File: config.mk
export PLATFORM = sky130hd
export DESIGN_NAME = bk_sd_ctl
export DESIGN_NICKNAME = d
export VERILOG_FILES = /design/src/rtl/bk_sd_ctl.sv
export SDC_FILE = /design/constraint.sdc
export NUM_CORES = 1
export LEC_CHECK = 0
export ABC_CLOCK_PERIOD_IN_PS = 3950
export CORE_MARGIN = 5
export CORE_UTILIZATION = 60
export DETAILED_ROUTE_END_ITERATION = 8
export DONT_BUFFER_PORTS = 1
export GPL_TIMING_DRIVEN = 0
export PLACE_DENSITY = 0.76
export SYNTH_ARGS = -nofsm -noshare
export SYNTH_HDL_FRONTEND = slang
export SYNTH_SLANG_ARGS = --single-unit
File: constraint.sdc
create_clock -name clk_sys -period 3.95 [get_ports clk_sys]
set_input_delay 0.1975 -clock clk_sys [delete_from_list [all_inputs] [get_ports clk_sys]]
set_output_delay 0.1975 -clock clk_sys [all_outputs]
set_load 0.01 [all_outputs]
File: src/rtl/bk_sd_ctl.sv
// bk_sd_ctl: backup-RAM <-> SD sector transfer controller.
// Each channel's backup RAM is enabled while a ROM download mounts a writable,
// non-empty image. When the download ends, the RAM is loaded from the image.
// Later it is loaded or saved on OSD request, one sector at a time.
// Optional feature macro: BK_AUTOSAVE_EN. When defined, core writes mark a
// channel dirty, and opening the OSD saves every dirty, enabled channel.
module bk_sd_ctl #(
    parameter int CH     = 2,
    parameter int MASK_W = 24,
    parameter int TMO    = 2**20
) (
    input  logic                 clk_sys,
    input  logic                 reset,
    input  logic                 dl_active,
    input  logic [CH-1:0]        img_mounted,
    input  logic [CH-1:0]        img_readonly,
    input  logic [CH-1:0]        img_nz,
    input  logic [CH*MASK_W-1:0] ram_mask,
    input  logic [CH-1:0]        load_req,
    input  logic [CH-1:0]        save_req,
    input  logic [CH-1:0]        dirty_wr,
    input  logic                 osd_open,
    input  logic [CH-1:0]        sd_ack,
    output logic [CH-1:0]        sd_rd,
    output logic [CH-1:0]        sd_wr,
    output logic [31:0]          sd_lba,
    output logic [CH-1:0]        bk_ena,
    output logic                 loading,
    output logic                 busy,
    output logic                 err
);

    localparam int CH_W  = (CH > 1) ? $clog2(CH) : 1;
    localparam int TMO_W = $clog2(TMO) + 1;
    localparam logic [TMO_W-1:0] TMO_LAST = TMO_W'(TMO - 1);

    typedef enum logic [1:0] {
        ST_IDLE = 2'd0,
        ST_REQ  = 2'd1,
        ST_XFER = 2'd2
    } state_t;

    // Edge-detect history registers.
    logic          dl_prev_reg;
    logic [CH-1:0] load_prev_reg;
    logic [CH-1:0] save_prev_reg;
    logic [CH-1:0] ack_prev_reg;

    // Controller state.
    state_t            state_reg, state_next;
    logic [CH_W-1:0]   ch_reg, ch_next;
    logic              wr_reg, wr_next;
    logic [31:0]       lba_reg, lba_next;
    logic [TMO_W-1:0]  tmo_reg, tmo_next;
    logic [CH-1:0]     rd_reg, rd_next;
    logic [CH-1:0]     wrq_reg, wrq_next;
    logic              loading_reg, loading_next;
    logic              err_reg, err_next;
    logic [CH-1:0]     bk_ena_reg, bk_ena_next;

    // Pending job queues: one bit per channel and per job kind.
    logic [CH-1:0] pend_auto_reg, pend_auto_next;
    logic [CH-1:0] pend_load_reg, pend_load_next;
    logic [CH-1:0] pend_save_reg, pend_save_next;

    // Job picked this cycle; nonzero only in IDLE.
    logic [CH-1:0]   take_auto, take_load, take_save, take_asave;
    logic            found;
    logic [CH_W-1:0] sel_ch;
    logic            sel_wr;

    logic          dl_rise, dl_fall;
    logic [CH-1:0] load_rise, load_edge, save_edge;
    logic [CH-1:0] ack_rise, ack_fall;

    logic [MASK_W-1:0] mask_arr [CH];
    logic [CH-1:0]     mask_nz;
    logic [31:0]       last_lba;

    assign dl_rise   = dl_active & ~dl_prev_reg;
    assign dl_fall   = ~dl_active & dl_prev_reg;
    assign load_rise = load_req & ~load_prev_reg;
    assign load_edge = load_rise & bk_ena_reg;
    // When load and save rise together on one channel, the load wins.
    assign save_edge = save_req & ~save_prev_reg & bk_ena_reg & ~load_rise;
    assign ack_rise  = sd_ack & ~ack_prev_reg;
    assign ack_fall  = ~sd_ack & ack_prev_reg;

    for (genvar gi = 0; gi < CH; gi++) begin : g_mask
        assign mask_arr[gi] = ram_mask[gi*MASK_W +: MASK_W];
        assign mask_nz[gi]  = |mask_arr[gi];
    end

    // Index of the last sector of the active channel. It is the byte mask
    // shifted right by 9 (512-byte sectors).
    assign last_lba = 32'(mask_arr[ch_reg][MASK_W-1:9]);

`ifdef BK_AUTOSAVE_EN
    logic          osd_prev_reg;
    logic          osd_rise;
    logic [CH-1:0] dirty_reg, dirty_next;
    logic [CH-1:0] pend_asave_reg, pend_asave_next;

    assign osd_rise = osd_open & ~osd_prev_reg;

    // A save start clears dirty; a core write in that same cycle or later sets it again.
    always_comb begin
        dirty_next      = (dirty_reg & ~(take_save | take_asave)) | dirty_wr;
        pend_asave_next = (pend_asave_reg & ~take_asave)
                        | (osd_rise ? (dirty_reg & bk_ena_reg) : '0);
        if (dl_rise) begin
            pend_asave_next = '0;
        end
    end

    // Dirty flags, autosave queue and OSD edge history.
    always_ff @(posedge clk_sys) begin
        osd_prev_reg <= osd_open;
        if (!reset) begin
            dirty_reg      <= '0;
            pend_asave_reg <= '0;
        end else begin
            dirty_reg      <= dirty_next;
            pend_asave_reg <= pend_asave_next;
        end
    end
`else
    logic [CH-1:0] pend_asave_reg;
    logic          unused_autosave;

    assign pend_asave_reg  = '0;
    assign unused_autosave = &{1'b0, dirty_wr, osd_open, take_asave};
`endif

    // During a download, enable each channel that has a writable, non-empty image.
    always_comb begin
        bk_ena_next = bk_ena_reg;
        if (dl_rise) begin
            bk_ena_next = '0;
        end
        if (dl_active) begin
            for (int i = 0; i < CH; i++) begin
                if (img_mounted[i] && img_nz[i] && !img_readonly[i]) begin
                    bk_ena_next[i] = mask_nz[i];
                end
            end
        end
    end

    // Pick the next job, step the transfer FSM, and update the queues.
    always_comb begin
        state_next   = state_reg;
        ch_next      = ch_reg;
        wr_next      = wr_reg;
        lba_next     = lba_reg;
        tmo_next     = tmo_reg;
        rd_next      = rd_reg;
        wrq_next     = wrq_reg;
        loading_next = loading_reg;
        err_next     = err_reg;
        take_auto    = '0;
        take_load    = '0;
        take_save    = '0;
        take_asave   = '0;
        found        = 1'b0;
        sel_ch       = '0;
        sel_wr       = 1'b0;

        // Priority: auto-load, load, save, autosave; lowest channel first.
        if (state_reg == ST_IDLE && !dl_rise) begin
            for (int i = 0; i < CH; i++) begin
                if (!found && pend_auto_reg[i]) begin
                    found = 1'b1; sel_ch = CH_W'(i); sel_wr = 1'b0; take_auto[i] = 1'b1;
                end
            end
            for (int i = 0; i < CH; i++) begin
                if (!found && pend_load_reg[i]) begin
                    found = 1'b1; sel_ch = CH_W'(i); sel_wr = 1'b0; take_load[i] = 1'b1;
                end
            end
            for (int i = 0; i < CH; i++) begin
                if (!found && pend_save_reg[i]) begin
                    found = 1'b1; sel_ch = CH_W'(i); sel_wr = 1'b1; take_save[i] = 1'b1;
                end
            end
            for (int i = 0; i < CH; i++) begin
                if (!found && pend_asave_reg[i]) begin
                    found = 1'b1; sel_ch = CH_W'(i); sel_wr = 1'b1; take_asave[i] = 1'b1;
                end
            end
        end

        case (state_reg)
            ST_IDLE: begin
                if (found) begin
                    state_next      = ST_REQ;
                    ch_next         = sel_ch;
                    wr_next         = sel_wr;
                    lba_next        = '0;
                    tmo_next        = '0;
                    rd_next         = '0;
                    wrq_next        = '0;
                    rd_next[sel_ch] = ~sel_wr;
                    wrq_next[sel_ch] = sel_wr;
                    loading_next    = ~sel_wr;
                end
            end
            ST_REQ: begin
                if (ack_rise[ch_reg]) begin
                    rd_next    = '0;
                    wrq_next   = '0;
                    state_next = ST_XFER;
                end else if (tmo_reg == TMO_LAST) begin
                    // The card never answered: give up on this job.
                    rd_next      = '0;
                    wrq_next     = '0;
                    loading_next = 1'b0;
                    err_next     = 1'b1;
                    state_next   = ST_IDLE;
                end else begin
                    tmo_next = tmo_reg + TMO_W'(1);
                end
            end
            ST_XFER: begin
                if (ack_fall[ch_reg]) begin
                    if (lba_reg >= last_lba) begin
                        loading_next = 1'b0;
                        err_next     = 1'b0;
                        state_next   = ST_IDLE;
                    end else begin
                        lba_next         = lba_reg + 32'd1;
                        tmo_next         = '0;
                        rd_next          = '0;
                        wrq_next         = '0;
                        rd_next[ch_reg]  = ~wr_reg;
                        wrq_next[ch_reg] = wr_reg;
                        state_next       = ST_REQ;
                    end
                end
            end
            default: begin
                state_next = ST_IDLE;
            end
        endcase

        pend_auto_next = (pend_auto_reg & ~take_auto) | (dl_fall ? bk_ena_reg : '0);
        pend_load_next = (pend_load_reg & ~take_load) | load_edge;
        pend_save_next = (pend_save_reg & ~take_save) | save_edge;

        // A new download invalidates any RAM contents: stop everything at once.
        if (dl_rise) begin
            state_next     = ST_IDLE;
            rd_next        = '0;
            wrq_next       = '0;
            loading_next   = 1'b0;
            pend_auto_next = '0;
            pend_load_next = '0;
            pend_save_next = '0;
        end
    end

    // Edge history follows the inputs even in reset, so no edge is seen at reset release.
    always_ff @(posedge clk_sys) begin
        dl_prev_reg   <= dl_active;
        load_prev_reg <= load_req;
        save_prev_reg <= save_req;
        ack_prev_reg  <= sd_ack;
    end

    // Controller state registers.
    always_ff @(posedge clk_sys) begin
        if (!reset) begin
            state_reg     <= ST_IDLE;
            ch_reg        <= '0;
            wr_reg        <= 1'b0;
            lba_reg       <= '0;
            tmo_reg       <= '0;
            rd_reg        <= '0;
            wrq_reg       <= '0;
            loading_reg   <= 1'b0;
            err_reg       <= 1'b0;
            bk_ena_reg    <= '0;
            pend_auto_reg <= '0;
            pend_load_reg <= '0;
            pend_save_reg <= '0;
        end else begin
            state_reg     <= state_next;
            ch_reg        <= ch_next;
            wr_reg        <= wr_next;
            lba_reg       <= lba_next;
            tmo_reg       <= tmo_next;
            rd_reg        <= rd_next;
            wrq_reg       <= wrq_next;
            loading_reg   <= loading_next;
            err_reg       <= err_next;
            bk_ena_reg    <= bk_ena_next;
            pend_auto_reg <= pend_auto_next;
            pend_load_reg <= pend_load_next;
            pend_save_reg <= pend_save_next;
        end
    end

    // Requests are masked by reset itself. They drop in the reset cycle, not one later.
    assign sd_rd   = rd_reg & {CH{reset}};
    assign sd_wr   = wrq_reg & {CH{reset}};
    assign sd_lba  = lba_reg;
    assign bk_ena  = bk_ena_reg;
    assign loading = loading_reg;
    assign busy    = (state_reg != ST_IDLE);
    assign err     = err_reg;

endmodule

Yosys cells after proc, flatten, opt, wreduce, memory -nomap -nowiden
Cells that the tools add are included.
{"block": "totals", "out_inout_bits": 41, "register_bits": 78, "elab_cells": 183}
{"block": "op_classes", "bitwise": 35, "n_reduce_logical": 35, "n_eq_ne": 11, "mux": 77, "n_addsub": 2, "magnitude_cmp": 6}
{"cell": "two-way mux 21 bit", "n": 5}
{"cell": "two-way mux 32 bit", "n": 3}
{"cell": "two-way mux 24 bit", "n": 3}
{"cell": "one-hot mux 32 bit (2 select lines)", "n": 1}
{"cell": "one-hot mux 21 bit (3 select lines)", "n": 1}
{"cell": "OR reduction 24 bit", "n": 2}
{"cell": "two-way mux 1 bit", "n": 40}
{"cell": "two-way mux 2 bit", "n": 17}
{"cell": "adder 32 x 1 -> 32 bit, second input constant", "n": 1}
{"cell": "bitwise AND 2 bit", "n": 16}
{"cell": ">= comparator 32 x 15 -> 1 bit", "n": 1}
{"cell": "adder 21 x 1 -> 21 bit, second input constant", "n": 1}
{"cell": "equality test 21 x 20 -> 1 bit, second input constant", "n": 1}
{"cell": "one-hot mux 2 bit (3 select lines)", "n": 3}
{"cell": "inverter 2 bit", "n": 8}
{"cell": "!= test 2 bit, second input constant", "n": 7}
{"cell": "logical AND 1 bit", "n": 12}
{"cell": "AND reduction 6 bit", "n": 2}
{"cell": "AND reduction 5 bit", "n": 2}
{"cell": "zero test 1 bit", "n": 8}
{"cell": "bitwise OR 2 bit", "n": 3}
{"cell": "nonzero test 2 bit", "n": 3}
{"cell": "inverter 1 bit", "n": 5}
{"cell": "less-than comparator 1 x 2 -> 1 bit, second input constant", "n": 2}
{"cell": "other kinds (16)", "n": 19}

Logic depth before layout (Yosys ltp)
{"block": "depth", "depth_word": 32, "mapped_depth": 12, "mapped_depth_nobuf": 8}

Worst setup path after synthesis
Ideal clock, no wire load.
{"block": "synth_path", "path_kind": "register -> register", "start": "register ch_reg", "end": "register tmo_reg[17]", "slack_ns": 0.750, "path_buffers": 3, "arrival_ns": 3.130, "setup_ns": 0.070, "t_required_ns": 3.880, "stages_incl_launch_ff": 12, "cell_sequence": "dfxtp_1 -> buf_6 -> buf_1 -> mux2i_1 -> ha_1 -> a21oi_1 -> o21ai_0 -> a2111oi_4 -> a21oi_2 -> clkbuf_1 -> or4_1 -> a21oi_1"}
{"block": "synth_between", "elab_chain_cells": 7, "elab_cells_between_ends": 13}
{"element": "start: declaration", "line": "51", "rtl": "logic [CH_W-1:0] ch_reg, ch_next;"}
{"element": "start signal: assignment", "line": "288", "rtl": "ch_reg <= ch_next;"}
{"element": "inverter 1 -> 2 bit (implied by the code)", "line": "96", "rtl": "assign last_lba = 32'(mask_arr[ch_reg][MASK_W-1:9]);"}
{"element": "two-way mux 24 bit (implied by the code) (3 in series)", "line": "96"}
{"element": ">= comparator 32 x 15 -> 1 bit", "line": "226", "rtl": "if (lba_reg >= last_lba) begin"}
{"element": "!= test 2 bit (no line)"}
{"element": "AND reduction 6 bit (no line) (*)"}
{"element": "end signal: assignment", "line": "291", "rtl": "tmo_reg <= tmo_next;"}
{"element": "end: declaration", "line": "54", "rtl": "logic [TMO_W-1:0] tmo_reg, tmo_next;"}
Every way passes the cells marked *; elsewhere a longest branch is shown, timed or not. The select of a mux whose other input is x is not followed.
A chain may end at the register's enable or synchronous reset.

Final worst setup path
Ends and elaborated chain as after synthesis.

==> metrics.cfg <==
[status]
status=completed

[drt]
drc=0
drt-total-wl_mm=11.74
drt-wirelength-per-cell_um=19.25
detailroute.wirelength.met3_um=771
drt_iter0_markers=213
wl_met1_mm=5.045
wl_met2_mm=5.741
vias=4107
vias_per_cell=6.733
top_layer=met4
postRouteAntennaNets=0
first_pass_iters=5

[pwr]
pwr-share-clk=0.402
total_leakage_power_nw=1.567
power_switching_w=0.0003882
p_int_w=0.001163
power.density_nw_per_um2=329.1
p_comb_frac=0.081
irDropWorstVdd_v=0.0002482
power.share.switching=0.2502
pwr-share-seq=0.517

[timing]
setup_violations=0
hold_ws_ns=0.03210
hold_viol=0
fmax_ghz=0.2867
finalCritPeriodShare=0.8832
worst_pin_slew_ns=1.141
fin_crit_ns=3.489
slew_violations=0
skew_ns=0.009551
setup_ws_ns=0.4614
rsz0062_at_grt=false
slew-limit-headroom=0.2326

[grt]
grt_usage=0.2725
grt_pass1_wl_mm=19.35
grt-ovfl-total=0
antenna_found_initial=0
grt_max_degree=20
grt_pass1_vias=3976

[floorplanning]
die-area_um2=8988
die_h_um=94.81
io_pins=107
die_w_um=94.81
start_util=0.6047
rows=31
core_um2=7137

[yosys]
synth_top_area_share=0.3618
synthesis.nets=576
yosys_warnings=0
yosysSeqAreaShare=0.3618
yosysTopAreaCell=dfxtp_1
async_flop_share=0
yosys_register_bits=78
synthTopCellsByArea=dfxtp_1 36%, ha_1 6.1%, a21oi_1 5.2%
synth_edf_count=0
syn_inst=489
avgSynthCellArea_um2=8.825
synth-main-ff-cell=dfxtp_1
syn-cell-area_um2=4315
ys_types=65

[finish]
layout_commonest_cell=dfxtp_1
mostFrequentLayoutCells=78 x dfxtp_1, 45 x a21oi_1, 26 x nand2_1, 26 x o31ai_1, 25 x nor4_1
num-nets-final=593
antenna_cells=0
syn_to_final_growth_pct=9.249
fillerInstances=636
design_area_um2=4715
drive_gt1_frac=0.08023
largest_reg_flops=32

[setup_path]
start_kind=flip-flop
end_kind=flip-flop
regToRegEndpoint=tmo_reg[17]$_SDFFE_PN0P_
cp_max_fo=19
r2r_setup_slack_ns=0.46
critPathRequiredTime_ns=4.18
critical_path_arrival_ns=3.72
regToRegStartpoint=ch_reg$_SDFFE_PN0P_
r2r_cells=10
path_class=flip-flop to flip-flop

[cts]
clock_latency_ns=0.35
cts.repair.resized=0
cts_max_level=3
cts_buffers=9
clk_path_buf_depth=2
cts_setup_buffers=0
cts_tree=built
clock_sinks=78
clkSlewWorstSetupHoldPaths_ns=0.08
clockRootBuffer=clkbuf_8

[worst_hold_path]
min_path_type=input port to flip-flop
min_from=save_req[1]
hold_path_depth=2
holdPathEnd=pend_save_reg[1]$_SDFF_PP0_

[placed_design]
place_area_um2=4439
place_ws_ns=-0.02282
routabilityCongestion=0.8586
hpwl_mm=8.884
io_buffer_count=0

[flow_run]
maxCapViolCount=0

==> per-layer routing <==
metal	track usage	vias up
met5	0	-
met4	0.1022	0
met3	0.05339	16
met2	0.4574	161
met1	0.3448	1973
li1	-	1957
==> cells by family (layout without fill, tap and decap cells) <==
family,count (synthesis),in the layout,share of synthesized area
buf+inv,36,58,0.03508
compound gates,134,134,0.2120
simple gates,201,201,0.2859
flops,78,78,0.3618
mux,19,19,0.04436
fa+ha+maj,21,21,0.06089
==> final cells by class <==
| type | count | area [um^2] | area share |
|---|---|---|---|
| Buffer | 20 | 91.34 | 0.01937 |
| Clock buffer | 11 | 151.4 | 0.03211 |
| Clock inverter | 5 | 57.56 | 0.01221 |
| Inverter | 15 | 56.30 | 0.01194 |
| Multi-Input combinational cell | 375 | 2603 | 0.5520 |
| Sequential cell | 78 | 1562 | 0.3312 |
| Tap cell | 99 | 123.9 | 0.02627 |
| Timing Repair Buffer | 7 | 70.07 | 0.01486 |
==> through the flow <==
stage / power, W / utilization / setup TNS (ns) / std cells
floorplan: 0.0009060 / - / 0 / 489
global placement: 0.0009347 / 0.6220 / 0 / 588
detailed placement: 0.0009386 / 0.6220 / -0.05164 / 588
CTS: 0.001555 / 0.6606 / 0 / 610
global route: 0.001607 / 0.6606 / 0 / 610
finish: 0.001552 / 0.6606 / 0 / 610
==> critical path, stage by stage, from the launching register on <==
cell	delay, ns
dfxtp_1	0.40
buf_6	0.26
mux2_2	0.39
ha_1	0.28
nor3b_1	0.16
o21ai_0	0.12
a22oi_1	0.45
a21oi_2	0.24
o31ai_2	0.66
buf_2	0.35
a21oi_1	0.07
==> worst max path at each step <==
stage                             start                  endpoint  slack (ns)  cells past startpoint
global route        ch_reg$_SDFFE_PN0P_  tmo_reg[17]$_SDFFE_PN0P_        0.15                     10
global placement    ch_reg$_SDFFE_PN0P_  tmo_reg[19]$_SDFFE_PN0P_        0.09                     11
floorplan           ch_reg$_SDFFE_PN0P_  tmo_reg[17]$_SDFFE_PN0P_        0.75                     11
detailed placement  ch_reg$_SDFFE_PN0P_  tmo_reg[17]$_SDFFE_PN0P_       -0.02                     11
CTS                 ch_reg$_SDFFE_PN0P_  tmo_reg[17]$_SDFFE_PN0P_        0.48                     10
finish              ch_reg$_SDFFE_PN0P_  tmo_reg[17]$_SDFFE_PN0P_        0.46                     10
==> power by group through the flow <==
| stage | combinational [W] | sequential, W | clock (W) |
|---|---|---|---|
| 6_report | 0.000125 | 0.000802 | 0.000624 |
| 3_5_place_dp | 0.000118 | 0.000821 | 0 |
| 5_1_grt | 0.000138 | 0.000803 | 0.000666 |
| 2_1_floorplan | 0.0000874 | 0.000819 | 0 |
| 4_1_cts | 0.000124 | 0.000802 | 0.000629 |
| 3_3_place_gp | 0.000114 | 0.000820 | 0 |
==> Yosys cell counts, drive strengths merged, types with 2 or more instances <==
cell type	instances
o31ai	27
clkbuf	12
or3	6
nand4b	5
o311ai	4
a2111oi	3
nor2b	5
a2bb2oi	2
nand3b	6
nand2b	5
dfxtp	78
ha	21
nor2	10
nor4	25
mux2i	18
nand4	15
o21ai	21
o211ai	4
inv	15
buf	9
o22ai	2
a211o	2
a31oi	3
a21oi	46
and3	10
nor3	8
nand3	16
o21a	4
a21boi	3
nand2	26
and2	22
o31a	2
or4	23
a31o	2
nor3b	6
nor4b	2
and4	5
==> what timing repair did <==
| item | CTS | global route |
|---|---|---|
| endpoints found under the hold margin | 8 | 0 |
| hold buffers | 7 | 0 |
| endpoints found under the setup margin | 10 | 0 |
Power figures use the tool's default switching activity.
